<file path="src/rtl/tty_bit_sched.sv">
// Bit-timing scheduler for the console teletype shift registers: a free-running TX
// bit tick and a start-aligned mid-bit RX tick. Define TTY_SIM_FAST_EN to use SIM_DIV for both rates.

module tty_bit_sched #(
    parameter int CLK_HZ  = 50_000_000,
    parameter int BAUD_A  = 110,
    parameter int BAUD_B  = 150,
    parameter int SIM_DIV = 8
) (
    input  logic       clk,
    input  logic       reset,
    input  logic       baud_sel,
    input  logic       unit11,
    input  logic       tto_en,
    input  logic       rx_act,
    output logic       tto_tick,
    output logic       tti_tick,
    output logic       rx_done,
    output logic [3:0] rx_bits,
    output logic       rx_busy
);

`ifdef TTY_SIM_FAST_EN
    localparam int DIV_A = SIM_DIV;
    localparam int DIV_B = SIM_DIV;
`else
    localparam int DIV_A = CLK_HZ / BAUD_A;
    localparam int DIV_B = CLK_HZ / BAUD_B;
`endif
    localparam int CW = $clog2(DIV_A + 1);

    localparam logic [CW-1:0] DIV_A_M1  = CW'(DIV_A - 1);
    localparam logic [CW-1:0] DIV_B_M1  = CW'(DIV_B - 1);
    localparam logic [CW-1:0] DIV_A_M2  = CW'(DIV_A - 2);
    localparam logic [CW-1:0] DIV_B_M2  = CW'(DIV_B - 2);
    localparam logic [CW-1:0] HALF_A_M1 = CW'((DIV_A >> 1) - 1);
    localparam logic [CW-1:0] HALF_B_M1 = CW'((DIV_B >> 1) - 1);

    typedef enum logic [1:0] {
        RX_IDLE,
        RX_HALF,
        RX_RUN
    } rx_state_e;

    rx_state_e     rx_state_q;
    logic [CW-1:0] tx_cnt_q;
    logic [CW-1:0] rx_cnt_q;
    logic          tx_en_q;
    logic          tto_tick_q;
    logic          rx_act_q;
    logic          rx_sel_q;
    logic          rx_u11_q;
    logic          tti_tick_q;
    logic          rx_done_q;
    logic          rx_busy_q;
    logic [3:0]    rx_bits_q;

    logic [CW-1:0] tx_reload_d;
    logic [CW-1:0] tx_first_d;
    logic [CW-1:0] rx_half_d;
    logic [CW-1:0] rx_reload_d;
    logic          rx_rise_d;
    logic [3:0]    rx_bits_d;
    logic [3:0]    rx_last_d;

    // RX rate and frame length come from values latched at the start bit, so
    // mid-frame changes on baud_sel/unit11 cannot stretch or truncate a character.
    assign tx_reload_d = baud_sel ? DIV_B_M1 : DIV_A_M1;
    assign tx_first_d  = baud_sel ? DIV_B_M2 : DIV_A_M2;
    assign rx_half_d   = baud_sel ? HALF_B_M1 : HALF_A_M1;
    assign rx_reload_d = rx_sel_q ? DIV_B_M1 : DIV_A_M1;
    assign rx_rise_d   = rx_act & ~rx_act_q;
    assign rx_bits_d   = rx_bits_q + 4'd1;
    assign rx_last_d   = rx_u11_q ? 4'd11 : 4'd10;

    // The first enabled cycle acts as the first decrement from DIV-1, so the
    // first tick lands DIV cycles later regardless of the counter's prior value.
    always_ff @(posedge clk or negedge reset) begin
        if (!reset) begin
            tx_cnt_q   <= '0;
            tx_en_q    <= 1'b0;
            tto_tick_q <= 1'b0;
        end else begin
            // NOTE: non-blocking assignments keep every flop sampling pre-edge values,
            // independent of statement order across always_ff blocks.
            tx_en_q    <= tto_en;
            tto_tick_q <= 1'b0;
            if (!tto_en) begin
                tx_cnt_q <= tx_reload_d;
            end else if (!tx_en_q) begin
                tx_cnt_q <= tx_first_d;
            end else if (tx_cnt_q == '0) begin
                tto_tick_q <= 1'b1;
                tx_cnt_q   <= tx_reload_d;
            end else begin
                tx_cnt_q <= tx_cnt_q - CW'(1);
            end
        end
    end

    always_ff @(posedge clk or negedge reset) begin
        if (!reset) begin
            rx_state_q <= RX_IDLE;
            rx_cnt_q   <= '0;
            rx_act_q   <= 1'b0;
            rx_sel_q   <= 1'b0;
            rx_u11_q   <= 1'b0;
            tti_tick_q <= 1'b0;
            rx_done_q  <= 1'b0;
            rx_busy_q  <= 1'b0;
            rx_bits_q  <= '0;
        end else begin
            rx_act_q   <= rx_act;
            tti_tick_q <= 1'b0;
            rx_done_q  <= 1'b0;
            unique case (rx_state_q)
                RX_IDLE: begin
                    rx_busy_q <= 1'b0;
                    if (rx_rise_d) begin
                        rx_state_q <= RX_HALF;
                        rx_cnt_q   <= rx_half_d;
                        rx_bits_q  <= '0;
                        rx_sel_q   <= baud_sel;
                        rx_u11_q   <= unit11;
                        rx_busy_q  <= 1'b1;
                    end
                end
                RX_HALF, RX_RUN: begin
                    if (!rx_act) begin
                        rx_state_q <= RX_IDLE;
                        rx_busy_q  <= 1'b0;
                    end else if (rx_cnt_q == '0) begin
                        tti_tick_q <= 1'b1;
                        rx_bits_q  <= rx_bits_d;
                        rx_cnt_q   <= rx_reload_d;
                        rx_state_q <= RX_RUN;
                        // rx_busy stays high through the done cycle and drops in IDLE.
                        if (rx_bits_d == rx_last_d) begin
                            rx_done_q  <= 1'b1;
                            rx_state_q <= RX_IDLE;
                        end
                    end else begin
                        rx_cnt_q <= rx_cnt_q - CW'(1);
                    end
                end
                default: rx_state_q <= RX_IDLE;
            endcase
        end
    end

    assign tto_tick = tto_tick_q;
    assign tti_tick = tti_tick_q;
    assign rx_done  = rx_done_q;
    assign rx_bits  = rx_bits_q;
    assign rx_busy  = rx_busy_q;

endmodule

</file>
<file path="config.mk">
export PLATFORM = sky130hd
export DESIGN_NAME = tty_bit_sched
export DESIGN_NICKNAME = d
export VERILOG_FILES = /design/src/rtl/tty_bit_sched.sv
export SDC_FILE = /design/constraint.sdc
export NUM_CORES = 1
export LEC_CHECK = 0
export ABC_CLOCK_PERIOD_IN_PS = 6450
export CAP_MARGIN = 20
export CORE_MARGIN = 5
export CORE_UTILIZATION = 56
export CTS_BUF_LIST = sky130_fd_sc_hd__clkbuf_4 sky130_fd_sc_hd__clkbuf_8 sky130_fd_sc_hd__clkbuf_16
export DETAILED_ROUTE_END_ITERATION = 6
export PLACE_DENSITY_LB_ADDON = 0.2
export SKIP_CTS_REPAIR_TIMING = 1
export SLEW_MARGIN = 20
export SYNTH_ARGS = -nofsm -noshare
export SYNTH_HDL_FRONTEND = slang
export SYNTH_SLANG_ARGS = --single-unit
</file>
<file path="constraint.sdc">
create_clock -name clk -period 6.45 [get_ports clk]
set_input_delay 1.935 -clock clk [delete_from_list [all_inputs] [get_ports clk]]
set_output_delay 1.935 -clock clk [all_outputs]
set_load 0.1 [all_outputs]
</file>
After elaboration in Yosys (flattened, before gate mapping). Cells that the tools add are included. Widths: inputs -> output; s select.

Flip-flop bits (word level): 52. Output and inout port bits: 8.

Add/subtract/negate cells: 3. Equality and inequality tests: 8. Muxes and demuxes: 34. Bitwise logic cells: 2. Reduce and logical (&&, ||, !) cells: 10.

Operator list (number): $mux 19 (6); $mux 18 (3); $logic_not 19->1 (2); $pmux 19 s2 (1); $sub 19x1->19 const B (2); $mux 17 (1); $mux 1 (13); $mux 4 (3); $mux 2 (4); $ne 2x2->1 const B (4); $pmux 4 s2 (1); $reduce_and 2->1 (3); $add 4x1->4 const B (1); $eq 4x4->1 (1); $pmux 2 s2 (1); $reduce_and 4->1 (1); $ne 3x3->1 const B (1); $reduce_and 3->1 (1); $eq 2x1->1 const B (1); $eq 2x2->1 const B (1); $logic_not 2->1 (1); $pmux 1 s2 (1); $reduce_bool 2->1 (1); $reduce_or 2->1 (1); other kinds (2) (2).

Depth between registers and ports, before layout. Gate-level depths: netlist of run 1.

Depth in word-level cells: 6. Mapped depth: 9.

Worst setup path after synthesis of run 1. No wires, ideal clock.

Path type: input port to flip-flop. From: input rx_act. To: register rx_cnt_q[5]. Library setup time: 64 ps. Arrival: 3152 ps. Setup slack: 3233 ps. Stages on the path: 6. Cells stage by stage: clkbuf_1 -> o211ai_1 -> clkbuf_1 -> or4_1 -> a21oi_1 -> a21o_1.

Cells in the longest elaborated chain, start to end: 3. Elaborated cells on any way between the ends: 4. Classes of those cells: eq/ne (2); bitwise (1); reduce/logical (1).

Ends and longest elaborated chain: from (decl) (RTL line 15) `input logic rx_act,`; $and 1x1->1 (RTL line 72) `assign rx_rise_d = rx_act & ~rx_act_q;`; $ne 2x2->1 (no line); $reduce_and 3->1 (no line) *; to (signal assigned) (RTL line 121) `rx_cnt_q <= rx_half_d;`; to (signal assigned) (RTL line 135) `rx_cnt_q <= rx_reload_d;`; to (signal assigned) (RTL line 143) `rx_cnt_q <= rx_cnt_q - CW'(1);`; to (decl) (RTL line 47) `logic [CW-1:0] rx_cnt_q;`.

Mark *: on every way between the ends. The rest lies on a longest branch, timed or not. A chain may end at the register's enable or synchronous reset.

Final worst setup path of run 1.
From: register rx_bits_q[0] (netlist: rx_bits[0]). To: output rx_bits[0].

RTL lines: from (decl) (RTL line 56) `logic [3:0] rx_bits_q;`; from (signal assigned) (RTL line 134) `rx_bits_q <= rx_bits_d;`; to (decl) (RTL line 19) `output logic [3:0] rx_bits,`.

No word-level cell between the ends.

==> results.sh, run 1 <==
export IMPL_status="finished, violations left"
export IMPL_violations="design-rule violations"
export IMPL_drt_iter0_drc=157
export IMPL_worst_setup_path_end_kind="output port"
export IMPL_grt_pass1_wl_mm=10.7
export IMPL_synth_top_area_frac=0.442
export IMPL_worst_path_max_delay_cell="clkdlybuf4s50_1"
export IMPL_grt_max_degree=53
export IMPL_hpwl_mm=4.30
export IMPL_max_freq_mhz=259
export IMPL_tns_ns=0
export IMPL_setup_ws_ns=2.59
export IMPL_postRouteAntennaNets=0
export IMPL_fin_util=0.630
export IMPL_final_hold_viol_count=0
export IMPL_die_y_um=82.5
export IMPL_synthCells=317
export IMPL_routed_wl_mm=6.12
export IMPL_wl_per_cell_um=15.4
export IMPL_postSynth_asyncResetShare=1.00
export IMPL_die_area_sq_mm=0.00681
export IMPL_path_cells="clkdlybuf4s50_1"
export IMPL_cts_buffer_depth=2
export IMPL_crit_family="buffers and inverters"
export IMPL_synth_main_ff_cell="dfrtp_1"
export IMPL_drv_slew=0
export IMPL_syn_area_sq_mm=0.00295
export IMPL_peakVddDrop_uv=193
export IMPL_grt_overflow=0
export IMPL_grt_pass1_vias=2289
export IMPL_critPathKind="reg2out"
export IMPL_max_stage_delay_ns=1.17
export IMPL_worstPathMaxFanout=6
export IMPL_routed_via_density=6.11
export IMPL_fin_skew_ns=0.0104
export IMPL_synth_seq_cells=52
export IMPL_synth_seq_area_share=0.442
export IMPL_crit_arrival_ns=1.92
export IMPL_syn_nets=329
export IMPL_placementRows=26
export IMPL_power_density_mw_per_mm2=311
export IMPL_via_count=2431
export IMPL_maxCapViolCount=0
export IMPL_finalNetCount=339
export IMPL_cellLeakagePower_uw=0.00127
export IMPL_dr_pass1_iters=7
export IMPL_cts_root_buf="clkbuf_8"
export IMPL_dp_worst_setup_slack_ns=2.70
export IMPL_diodes=0
export IMPL_core_sq_mm=0.00511
export IMPL_gp_congestion=0.908
export IMPL_fillCellCount=437
export IMPL_hp_class="reg2reg"
export IMPL_finalCritPeriodShare=0.598
export IMPL_cts_tree="built"
export IMPL_yosys_top_cells_area="dfrtp_1 44%, a21oi_1 4.1%, nand2_1 3.3%"
export IMPL_post_route_min_period_ns=3.86
export IMPL_rsz0062_at_grt="false"
export IMPL_slew_limit_headroom=0.350
export IMPL_synth_edf_count=0
export IMPL_hold_ws_ns=0.525
export IMPL_drc_errors=4
export IMPL_synth_avg_cell_area_sq_um=9.30
export IMPL_insertion_delay_ns=0.30
export IMPL_initial_utilization=0.577
export IMPL_io_buffer_count=13
export IMPL_drive_gt1_frac=0.101
export IMPL_clk_pin_slew_ns=0.09
export IMPL_yosys_warnings=0
export IMPL_worstMarginPinSlew_ns=0.972
export IMPL_grt_antenna_before_repair=0
export IMPL_worst_ep_required_time_ns=4.51
export IMPL_clock_sinks=52
export IMPL_yosys_area_top_type="dfrtp_1"
export IMPL_cts_buffers=5
export IMPL_yosysUniqueCellTypes=60
export IMPL_ioPinCount=14
export IMPL_grt_usage=0.203
export IMPL_die_w_um=82.5
export IMPL_start_kind="register"
export IMPL_path_buf_inv=1
export IMPL_htreeDepth=2
export IMPL_syn2layout_area_growth_pct=9.26
export IMPL_setup_violations=0
==> cell usage after synthesis, types with 2 or more instances <==
library cell,number
nor2_1,26
or2_2,3
o211a_1,2
dfrtp_1,52
a2bb2oi_1,2
xor2_1,7
nand2_1,26
or4_2,3
nor3_1,17
inv_1,12
ha_1,6
a21o_1,4
o2bb2ai_1,2
o31ai_1,8
clkbuf_1,11
o21ai_0,14
mux2_2,3
or3_1,3
nand3_1,8
a31oi_1,7
a22o_1,3
o22ai_1,5
nor2b_1,2
nor4_1,4
or4_4,2
nand2b_1,6
o211ai_1,4
xnor2_1,10
a31o_2,2
and2_1,5
or4_1,5
nand4_1,2
a21oi_1,24
==> cell type report <==
| class | count | area, sq um | area share |
|---|---|---|---|
| clock buffers | 7 | 90.1 | 0.0280 |
| clock inverters | 1 | 7.51 | 0.00233 |
| flip-flops and latches | 52 | 1300 | 0.404 |
| multi-input cells | 241 | 1550 | 0.481 |
| inverters | 12 | 45.0 | 0.0140 |
| well taps | 70 | 87.6 | 0.0272 |
| repair buffers | 15 | 140 | 0.0435 |
==> placed cells by master (no fill, tap or decap), drive strengths merged, types with 4 or more instances in the layout <==
| master | n |
|---|---|
| and2 | 5 |
| o31ai | 8 |
| ha | 6 |
| xor2 | 7 |
| clkdlybuf4s50 | 12 |
| nand3 | 8 |
| nand2b | 7 |
| or3 | 4 |
| o22ai | 5 |
| a21oi | 24 |
| mux2 | 4 |
| o211ai | 5 |
| a31oi | 7 |
| nor2 | 26 |
| nand2 | 26 |
| o21ai | 16 |
| inv | 12 |
| a21o | 4 |
| nor4 | 5 |
| nor3 | 18 |
| or4 | 10 |
| clkbuf | 7 |
| dfrtp | 52 |
| xnor2 | 10 |
==> stage by stage <==
stage,total power (uW),instances,cell area [sq um]
floorplan,719,317,2950
global placement,797,390,3120
detailed placement,806,390,3120
CTS,1000,398,3220
global route,1070,398,3220
finish,1000,398,3220
==> flip-flops by register name (all words and copies together) (netlist names) <==
name        count
rx_sel_q        1
rx_state_q      2
rx_done         1
tti_tick        1
rx_u11_q        1
rx_cnt_q       19
rx_act_q        1
tx_en_q         1
tx_cnt_q       19
rx_busy         1
tto_tick        1
rx_bits         4
==> routing by layer <==
metal  vias to the layer above  part of all wire  GRT usage
met4                         0             0.016     0.0719
met3                        11             0.050     0.0358
met1                      1144              0.45      0.263
met2                        82              0.48      0.341
li1                       1194                 -          -
met5                         -                 0          0
==> path summary, 6_finish.rpt <==
| check | start | end | slack [ns] | cells after the start |
|---|---|---|---|---|
| setup reg to reg | rx_cnt_q[0] | rx_cnt_q[16] | 3.71 | 7 |
| setup / recovery | rx_bits[0] | rx_bits[0] | 2.59 | 1 |
| max in group asynchronous | reset | rx_state_q[0] | 4.28 | 2 |
| hold / removal | rx_cnt_q[17] | rx_cnt_q[17] | 0.53 | 2 |
| min in group asynchronous | reset | tx_cnt_q[9] | 1.73 | 2 |
| hold reg to reg | rx_cnt_q[17] | rx_cnt_q[17] | 0.53 | 2 |
==> report_power, final <==
part	switching (uW)	internal [uW]	total [uW]
Clock	104	91.6	196
Combinational	204	133	336
Sequential	78.7	391	470
Total	386	616	1000
==> cell families (layout without fill, tap and decap cells) <==
logic type,count (synthesis),in the layout,synth area share
AND/OR/NAND/NOR,124,124,0.228
AO/OA/AOI/OAI,89,89,0.201
flip-flops,52,52,0.442
buffers and inverters,24,35,0.0331
XOR/XNOR,17,17,0.0505
adder cells (fa/ha/maj),6,6,0.0255
multiplexers,5,5,0.0200
Note: power is estimated with default switching activity, not from simulation.
==> inputs of run 2 (changes only) <==
--- a/config.mk
+++ b/config.mk
@@ -5,10 +5,10 @@
 export SDC_FILE = /design/constraint.sdc
 export NUM_CORES = 1
 export LEC_CHECK = 0
-export ABC_CLOCK_PERIOD_IN_PS = 6450
+export ABC_CLOCK_PERIOD_IN_PS = 3400
 export CAP_MARGIN = 20
 export CORE_MARGIN = 5
-export CORE_UTILIZATION = 56
+export CORE_UTILIZATION = 54
 export CTS_BUF_LIST = sky130_fd_sc_hd__clkbuf_4 sky130_fd_sc_hd__clkbuf_8 sky130_fd_sc_hd__clkbuf_16
 export DETAILED_ROUTE_END_ITERATION = 6
 export PLACE_DENSITY_LB_ADDON = 0.2
==> constraint.sdc (replaced) <==
create_clock -name clk -period 3.4 [get_ports clk]
set_input_delay 1.02 -clock clk [delete_from_list [all_inputs] [get_ports clk]]
set_output_delay 1.02 -clock clk [all_outputs]
set_load 0.1 [all_outputs]
==> run 2 against run 1 <==
The run now ends clean. Die area increased by 3.3%. Clock skew fell by 0.0021 ns. Routed wire length rose by 4.5%. Non-clock buffer count up 3. Final cell count is 0.75% higher. Sequential power grew 91%. Utilization shrank 1.1 points. Worst hold slack better by 0.0092 ns. Sequential share of layout area about the same. Setup slack got worse by 1.9 ns. Global-route usage shrank 0.98 points. Sequential cell count unchanged. Critical endpoint is now rx_cnt_q[16]. Highest routed layer unchanged.
==> results.sh, run 2 (synthesized netlist as in run 1, its figures left out) <==
export IMPL_path_cells="inv_1 -> ha_1 -> nor4b_1 -> nand4b_1 -> o31ai_1 -> nor3_1 -> a211o_1"
export IMPL_initial_utilization=0.566
export IMPL_r2r_start="rx_cnt_q[0]"
export IMPL_startpoint="rx_cnt_q[0]"
export IMPL_tns_ns=0
export IMPL_hpwl_mm=4.54
export IMPL_die_y_um=83.9
export IMPL_finalNetCount=342
export IMPL_hp_class="reg2reg"
export IMPL_die_w_um=83.9
export IMPL_setup_violations=0
export IMPL_grt_usage=0.193
export IMPL_power_frac_clock=0.200
export IMPL_max_stage_delay_ns=0.69
export IMPL_cts_tree="built"
export IMPL_worst_ep_required_time_ns=3.60
export IMPL_power_switching_uw=754
export IMPL_io_buffer_count=13
export IMPL_final_cell_mix="52 x dfrtp_1, 26 x nor2_1, 26 x nand2_1, 24 x a21oi_1, 17 x nor3_1"
export IMPL_dpl_cell_area_sq_mm=0.00312
export IMPL_htreeDepth=2
export IMPL_final_common_cell="dfrtp_1"
export IMPL_cts_buffer_depth=2
export IMPL_start_kind="register"
export IMPL_path_buf_inv=1
export IMPL_core_sq_mm=0.00520
export IMPL_crit_arrival_ns=2.96
export IMPL_status="complete, no violations"
export IMPL_syn2layout_area_growth_pct=9.34
export IMPL_via_count=2432
export IMPL_worstMarginPinSlew_ns=0.721
export IMPL_drt_iter0_drc=190
export IMPL_max_freq_mhz=363
export IMPL_r2r_cells=7
export IMPL_drv_slew=0
export IMPL_insertion_delay_ns=0.31
export IMPL_maxCapViolCount=0
export IMPL_final_hold_viol_count=0
export IMPL_grt_pass1_wl_mm=11.2
export IMPL_worstSetupPathDepth=7
export IMPL_power_frac_seq=0.466
export IMPL_die_area_sq_mm=0.00703
export IMPL_routed_wl_mm=6.39
export IMPL_crit_family="compound AO/OA/AOI/OAI gates"
export IMPL_wl_per_cell_um=15.9
export IMPL_switching_share=0.392
export IMPL_post_route_min_period_ns=2.76
export IMPL_fin_area_sq_mm=0.00322
export IMPL_crit_path_end="rx_cnt_q[16]"
export IMPL_clock_sinks=52
export IMPL_routed_via_density=6.06
export IMPL_placementRows=26
export IMPL_rsz0062_at_grt="false"
export IMPL_grt_max_degree=26
export IMPL_worstPathMaxFanout=6
export IMPL_diodes=0
export IMPL_critPathKind="reg2reg"
export IMPL_drive_gt1_frac=0.133
export IMPL_dr_pass1_iters=5
export IMPL_fillCellCount=467
export IMPL_power_density_mw_per_mm2=596
export IMPL_timing_rr_end="rx_cnt_q[16]"
export IMPL_worst_path_max_delay_cell="o31ai_1"
export IMPL_postRouteAntennaNets=0
export IMPL_cellLeakagePower_uw=0.00131
export IMPL_gp_congestion=0.946
export IMPL_grt_overflow=0
export IMPL_fin_skew_ns=0.00834
export IMPL_peakVddDrop_uv=319
export IMPL_final_instance_count_excl_fill=401
export IMPL_grt_pass1_vias=2425
export IMPL_drc_errors=0
export IMPL_dp_worst_setup_slack_ns=0.531
export IMPL_dp_cells=393
export IMPL_finalCritPeriodShare=0.811
export IMPL_ioPinCount=14
export IMPL_combPwrFrac=0.334
export IMPL_hold_ws_ns=0.534
export IMPL_worst_setup_path_end_kind="register"
export IMPL_p_int_uw=1170
export IMPL_rrSetupSlack_ns=0.64
export IMPL_clk_pin_slew_ns=0.10
export IMPL_cts_buffers=5
export IMPL_cts_root_buf="clkbuf_8"
export IMPL_slew_limit_headroom=0.515
export IMPL_grt_antenna_before_repair=0
export IMPL_setup_ws_ns=0.644
[run 2: tightest hold or removal path: cells and delay by family, from the launching register on]
kind           cells  cell delay [ns]
flip-flops         1             0.36
AO/OA/AOI/OAI      2             0.15
[run 2: through the flow]
step                      utilization  power, uW
after floorplan                     -       1360
after CTS                       0.619       1920
final                           0.619       1920
after global routing            0.619       2060
after detailed placement        0.600       1540
after global placement          0.600       1530
[run 2: cell type report]
class                   instances  area, sq um  share of cell area
clock buffers                   7         90.1              0.0280
clock inverters                 1         7.51             0.00233
inverters                      12         45.0              0.0140
multi-input cells             241         1550               0.480
flip-flops and latches         52         1300               0.404
well taps                      70         87.6              0.0272
repair buffers                 18          143              0.0443
[run 2: how the worst min path moves through the flow]
stage	startpoint	to	slack (ns)	cells past startpoint
5_1_grt	rx_cnt_q[16]	rx_cnt_q[16]	0.57	1
4_1_cts	rx_cnt_q[17]	rx_cnt_q[17]	0.53	2
2_1_floorplan	rx_cnt_q[17]	rx_cnt_q[17]	0.47	2
3_3_place_gp	rx_cnt_q[16]	rx_cnt_q[16]	0.50	1
3_5_place_dp	rx_cnt_q[17]	rx_cnt_q[17]	0.51	2
6_report	rx_cnt_q[17]	rx_cnt_q[17]	0.53	2
[run 2: power by group through the flow]
| stage | sequential (uW) | clock, uW | combinational [uW] |
|---|---|---|---|
| after floorplan | 887 | 0 | 477 |
| after global placement | 897 | 0 | 630 |
| after detailed placement | 900 | 0 | 638 |
| after CTS | 891 | 389 | 637 |
| after global routing | 918 | 422 | 718 |
| final | 896 | 385 | 641 |
[run 2: layer usage]
metal	part of all wire	track usage	routed length (um)
met5	0	0	0
met4	0.023	0.0819	147
met3	0.049	0.0415	316
met2	0.48	0.309	3060
met1	0.45	0.253	2870
